File: src/rtl/velocimetro_pkg.sv
// velocimetro_pkg: shared widths, speed factor, divider FSM states and result saturation.
package velocimetro_pkg;
  localparam int FACTOR_VEL = 36;
  localparam int ANCHO_VEL = 16;
  localparam int ANCHO_DIVIDENDO = 24;
  typedef enum logic [1:0] {IDLE, DIVIDE, DONE} estado_t;
  function automatic logic [ANCHO_VEL-1:0] saturar(input logic [ANCHO_DIVIDENDO-1:0] q);
    return (|q[ANCHO_DIVIDENDO-1:ANCHO_VEL]) ? '1 : q[ANCHO_VEL-1:0];
  endfunction
endpackage

File: src/rtl/calcular_velocidad_if.sv
// calcular_velocidad_if: circumference/sensor inputs and speed outputs of the speed calculator.
interface calcular_velocidad_if;
  import velocimetro_pkg::*;
  logic [ANCHO_VEL-1:0] circunferencia;
  logic sensor;
  logic [ANCHO_VEL-1:0] velocidad;
  logic valido;
  logic detenido;
  logic ocupado;
  modport master(output circunferencia, sensor, input velocidad, valido, detenido, ocupado);
  modport slave(input circunferencia, sensor, output velocidad, valido, detenido, ocupado);
endinterface

File: src/rtl/divisor_secuencial.sv
// divisor_secuencial: 24/16 restoring divider, one quotient bit per cycle, start/busy/fin handshake.
module divisor_secuencial
  import velocimetro_pkg::*;
(
  input  logic                       clk,
  input  logic                       reset,
  input  logic                       start,
  input  logic [ANCHO_DIVIDENDO-1:0] dividendo,
  input  logic [ANCHO_VEL-1:0]       divisor,
  output logic                       ocupado,
  output logic                       fin,
  output logic [ANCHO_DIVIDENDO-1:0] cociente
);
  estado_t estado;
  logic [4:0] iter;
  logic [ANCHO_DIVIDENDO-1:0] q;
  logic [ANCHO_VEL-1:0] r, d;
  logic [ANCHO_VEL:0] r_sh, dif;
  logic bit_q;
  // q shifts dividend bits out at the top and quotient bits in at the bottom
  assign r_sh = {r, q[ANCHO_DIVIDENDO-1]};
  assign dif = r_sh - {1'b0, d};
  assign bit_q = ~dif[ANCHO_VEL];
  assign cociente = {q[ANCHO_DIVIDENDO-2:0], bit_q};
  assign fin = (estado == DIVIDE) && (iter == 5'(ANCHO_DIVIDENDO - 1));
  assign ocupado = (estado == DIVIDE);
  always_ff @(posedge clk or posedge reset) begin
    if (reset) begin
      estado <= IDLE;
      iter <= '0;
      q <= '0;
      r <= '0;
      d <= '0;
    end else if (estado != DIVIDE) begin
      estado <= start ? DIVIDE : IDLE;
      if (start) begin
        q <= dividendo;
        r <= '0;
        d <= divisor;
        iter <= '0;
      end
    end else begin
      q <= cociente;
      r <= bit_q ? dif[ANCHO_VEL-1:0] : r_sh[ANCHO_VEL-1:0];
      iter <= iter + 5'd1;
      estado <= fin ? DONE : DIVIDE;
    end
  end
endmodule

File: src/rtl/calcular_velocidad.sv
// calcular_velocidad: measures wheel revolution period in ms and converts it to speed in 0.1 km/h.
module calcular_velocidad
  import velocimetro_pkg::*;
#(
  parameter int CLK_FREQ_HZ   = 50_000_000,
  parameter int MIN_PERIOD_MS = 2,
  parameter int TIMEOUT_MS    = 3000
) (
  input logic clk,
  input logic reset,
  calcular_velocidad_if.slave bus
);
  localparam int CICLOS_MS = CLK_FREQ_HZ / 1000;
  localparam int PW = $clog2(CICLOS_MS);
  localparam logic [PW-1:0] PRESC_MAX = PW'(CICLOS_MS - 1);
  localparam logic [ANCHO_VEL-1:0] MIN_P = ANCHO_VEL'(MIN_PERIOD_MS);
  localparam logic [ANCHO_VEL-1:0] TOUT = ANCHO_VEL'(TIMEOUT_MS);
  if (MIN_PERIOD_MS < 1 || CICLOS_MS < 2) begin : g_param_check
    $error("calcular_velocidad: MIN_PERIOD_MS must be >= 1 and CLK_FREQ_HZ >= 2000");
  end
  logic s1, s2, prev, primed;
  logic [PW-1:0] presc;
  logic [ANCHO_VEL-1:0] periodo, velocidad;
  logic valido, detenido;
  logic flanco, ms_tick, acept, timeout, start, fin;
  logic [ANCHO_DIVIDENDO-1:0] cociente;
  assign flanco = s2 & ~prev;
  assign ms_tick = (presc == PRESC_MAX);
  assign acept = flanco && (periodo >= MIN_P || !primed);
  assign timeout = primed && (periodo == TOUT);
  // an edge coinciding with a timeout only re-primes
  assign start = acept && primed && !timeout;
  divisor_secuencial u_div (
    .clk(clk),
    .reset(reset),
    .start(start),
    .dividendo(ANCHO_DIVIDENDO'(FACTOR_VEL * bus.circunferencia)),
    .divisor(periodo),
    .ocupado(bus.ocupado),
    .fin(fin),
    .cociente(cociente)
  );
  always_ff @(posedge clk or posedge reset) begin
    if (reset) begin
      {prev, s2, s1} <= '0;
      presc <= '0;
      periodo <= '0;
      primed <= 1'b0;
      velocidad <= '0;
      valido <= 1'b0;
      detenido <= 1'b1;
    end else begin
      {prev, s2, s1} <= {s2, s1, bus.sensor};
      presc <= (acept || ms_tick) ? '0 : presc + 1'b1;
      periodo <= acept ? '0 : (ms_tick && periodo < TOUT) ? periodo + 16'd1 : periodo;
      primed <= acept || (primed && !timeout);
      valido <= timeout || fin;
      velocidad <= timeout ? '0 : fin ? saturar(cociente) : velocidad;
      detenido <= timeout || (detenido && !fin);
    end
  end
  assign bus.velocidad = velocidad;
  assign bus.valido = valido;
  assign bus.detenido = detenido;
endmodule
File: src/flat_wrapper.sv
// flat-port wrapper written by rule: the top's interface ports become plain ports
module calcular_velocidad_flat import velocimetro_pkg::*;
#(
  parameter int CLK_FREQ_HZ   = 50_000_000,
  parameter int MIN_PERIOD_MS = 2,
  parameter int TIMEOUT_MS    = 3000
)
  (clk, reset, bus_circunferencia, bus_sensor, bus_velocidad, bus_valido, bus_detenido, bus_ocupado);
  calcular_velocidad_if bus_i ();
  input logic clk;
  input logic reset;
  input wire logic [$bits(bus_i.circunferencia)-1:0] bus_circunferencia;
  input wire logic [$bits(bus_i.sensor)-1:0] bus_sensor;
  output wire logic [$bits(bus_i.velocidad)-1:0] bus_velocidad;
  output wire logic [$bits(bus_i.valido)-1:0] bus_valido;
  output wire logic [$bits(bus_i.detenido)-1:0] bus_detenido;
  output wire logic [$bits(bus_i.ocupado)-1:0] bus_ocupado;
  assign bus_i.circunferencia = bus_circunferencia;
  assign bus_i.sensor = bus_sensor;
  assign bus_velocidad = bus_i.velocidad;
  assign bus_valido = bus_i.valido;
  assign bus_detenido = bus_i.detenido;
  assign bus_ocupado = bus_i.ocupado;
  calcular_velocidad #(.CLK_FREQ_HZ(CLK_FREQ_HZ), .MIN_PERIOD_MS(MIN_PERIOD_MS), .TIMEOUT_MS(TIMEOUT_MS)) u_core (.clk(clk), .reset(reset), .bus(bus_i));
endmodule
File: config.mk
export PLATFORM = sky130hd
export DESIGN_NAME = calcular_velocidad_flat
export DESIGN_NICKNAME = d
export VERILOG_FILES = /design/src/rtl/velocimetro_pkg.sv /design/src/rtl/calcular_velocidad_if.sv /design/src/rtl/divisor_secuencial.sv /design/src/rtl/calcular_velocidad.sv /design/src/flat_wrapper.sv
export SDC_FILE = /design/constraint.sdc
export NUM_CORES = 1
export LEC_CHECK = 0
export BUFFER_PORTS_ARGS = -buffer_cell sky130_fd_sc_hd__buf_2
export CAP_MARGIN = 20
export CORE_ASPECT_RATIO = 1.75
export CORE_MARGIN = 3
export CORE_UTILIZATION = 52
export DETAILED_ROUTE_END_ITERATION = 6
export GPL_ROUTABILITY_DRIVEN = 0
export PLACE_DENSITY = 0.7
export SLEW_MARGIN = 25
export SYNTH_ARGS = -nofsm -noshare
export SYNTH_HDL_FRONTEND = slang
export SYNTH_SLANG_ARGS = --single-unit
File: constraint.sdc
create_clock -name clk -period 6.31 [get_ports clk]
set_input_delay 1.262 -clock clk [delete_from_list [all_inputs] [get_ports clk]]
set_output_delay 1.262 -clock clk [all_outputs]
set_load 0.01 [all_outputs]
==> results.yml <==
routing:
  drc: 0
  routedWlPerCell_um: 16.6
  ant_nets: 0
  wl_um: 15300
  drt_first_pass_iters: 4
  num_vias: 5411
  vias_per_cell: 5.86
  drt_iter0_markers: 284
critical_path:
  critPathMaxStageDelay_ns: 0.43
  crit_chain: "buf_2 -> ha_1 -> ha_1 -> fa_1 -> a211oi_1 -> o21ai_0 -> a31oi_1 -> o21a_1 -> o31a_1 -> nor3_1 -> o21ai_0"
  path_buf_inv: 1
  endpoint_kind: "flop"
  critical_path.startpoint_type: "input pin"
  cp_data_required_time_ns: 6.64
  crit_fanout: 3
  crit_slowest_cell: "fa_1"
  critPathTopFamily: "compound AO/OA/AOI/OAI gates"
  critPathKind: "input pin to flop"
  critical_path_arrival_ns: 3.80
timing:
  finalCriticalPeriod_ns: 3.47
  slew_headroom_pct: 41.9
  worst_slack_ns: 2.84
  hold_viol_final: 0
  max_freq_ghz: 0.288
  fin_crit_sh_pct: 55.0
  setup_viol_count_final: 0
  rsz0062_at_grt: "no"
  tightestPinTransition_ns: 0.869
  fin_hold_ws_ns: 0.347
  clock_skew_ns: 0.0103
  setup-tns-final_ns: 0
  slew_viol_final: 0
clocking:
  clock-sinks: 117
  clockBufferDepth: 2
  cts_setup_buffers: 0
  clk_latency_ns: 0.42
  hold_buffers: 0
  cts_buffers: 17
  post_cts_resized: 0
  cts_htree_levels: 4
  cts-root-buf: "clkbuf_16"
  cts.clk_slew.worst_paths_ns: 0.06
  cts_tree: "built"
synthesis:
  synth.yosys.seq_area_share_pct: 44.1
  synth_top_area_share_pct: 43.7
  synth_commonest_cells: "dfrtp_1, nor2_1, nand2_1, o21ai_0, ha_1"
  synth_nets: 778
  synth_edf_count: 0
  synth-seq-cells: 117
  ys_warn_count: 0
  yosysMostFrequentCell: "dfrtp_1"
  async_flop_share_pct: 100
  synthCells: 711
  synth_area_um2: 6650
  synth_flop_cell: "dfrtp_1"
  synth_top_cells_by_area: "dfrtp_1, ha_1, nor2_1"
  ys_types: 64
  yosysTopAreaCell: "dfrtp_1"
  synth_area_per_cell_um2: 9.35
floorplan:
  start_util_pct: 53.2
  ios: 38
  rows: 54
  die-height_um: 156
  coreArea_um2: 12500
  die_x_um: 91.5
  die_area_um2: 14200
power_and_ir_drop:
  vdd_ir_drop_max_mv: 0.224
  total_power_mw: 3.54
  power.density_nw_per_um2: 467
  p_leak_nw: 3.56
global_route:
  grt_pass1_vias: 5571
  grt_start_max_net_pins: 63
  grt-ovfl-total: 0
  gr-usage-all-layers_pct: 22.7
  grt_pass1_wl_um: 26000
  antenna_found_initial: 0
status:
  status: "finished, final reports clean"
final_layout:
  drive_above_1_share_pct: 12.4
  area_growth_pct: 14.0
  nets: 810
  diodes: 0
place:
  hpwl_um: 11300
  dpl_worst_slack_ns: 2.43
  port-buffer-count: 37
flow_run:
  cap_violations: 0
min_path:
  hp-class: "flop to flop"
-- flip-flops by register name, indices dropped and copies added, names as in the netlist, 2 cells and up --
name,flops
u_core.u_div.d,16
u_core.u_div.estado,2
u_core.u_div.r,16
u_core.u_div.iter,5
u_core.bus.velocidad,16
u_core.presc,16
u_core.periodo,16
u_core.u_div.q,24
-- where the power goes --
part	total [mW]	switching [mW]	internal [mW]
logic	1.43	0.799	0.636
clock network	0.961	0.370	0.590
registers	1.14	0.177	0.968
-- final cells by class --
cell class              count  area, um2
repair buffers             45        245
clock inverters            15        171
flip-flops and latches    117       2930
clock buffers              17        425
fillers                  1100       4920
inverters                  30        115
multi-input cells         532       3480
well taps                 168        210
-- per-layer routing --
metal / share of wire (%) / track usage, % / up-vias
met2: 56 / 42.7 / 108
met5: 0 / 0 / -
met4: 4.0 / 12.4 / 0
met3: 2.5 / 4.25 / 38
li1: - / - / 2612
met1: 37 / 23.1 / 2653
-- final timing paths --
kind	startpoint	endpoint	slack (ns)	depth (start not counted)
setup / recovery	bus_circunferencia[1]	u_core.u_div.q[20]	2.84	11
hold / removal	u_core.s1	u_core.s2	0.35	0
setup reg to reg	u_core.periodo[12]	u_core.u_div.d[0]	2.91	6
hold reg to reg	u_core.s1	u_core.s2	0.35	0
max in group asynchronous	reset	u_core.u_div.r[1]	4.15	3
min in group asynchronous	reset	u_core.u_div.r[15]	0.94	2
-- cell families after synthesis --
kind of cell               share of synthesized area, %
buffers and inverters                              3.99
DFF                                                44.1
muxes                                              2.43
and+or+nand+nor                                    17.3
AOI/OAI and AO/OA                                  16.7
xor gates and xnor gates                           6.19
adders and majority gates                          9.26
-- metrics by stage --
| stage | std cells | utilization [%] | instance area [um2] |
|---|---|---|---|
| 4_1_cts | 924 | 60.6 | 7580 |
| 5_1_grt | 924 | 60.6 | 7580 |
| 2_1_floorplan | 711 | - | 6650 |
| 6_report | 924 | 60.6 | 7580 |
| 3_3_place_gp | 892 | 55.8 | 6980 |
| 3_5_place_dp | 892 | 55.9 | 6980 |
-- layout by cell type, fill, tap and decap left out, drive strengths merged, types with 3 or more instances in the layout --
cell / instances
o21a: 6
nand4: 13
mux2i: 15
o211ai: 3
ha: 46
nor4: 8
a31oi: 11
o22ai: 18
xnor2: 25
clkinv: 5
clkbuf: 17
a21oi: 35
nand4b: 3
o21ai: 54
or2: 3
nor3: 12
xor2: 22
or4: 3
and3: 15
nand3: 27
buf: 45
o31a: 3
nand2: 65
nor2: 79
a21o: 8
inv: 36
and2: 9
o21bai: 4
dfrtp: 116
nor2b: 3
a22o: 4
a211oi: 7
(Power assumes the default switching activity.)
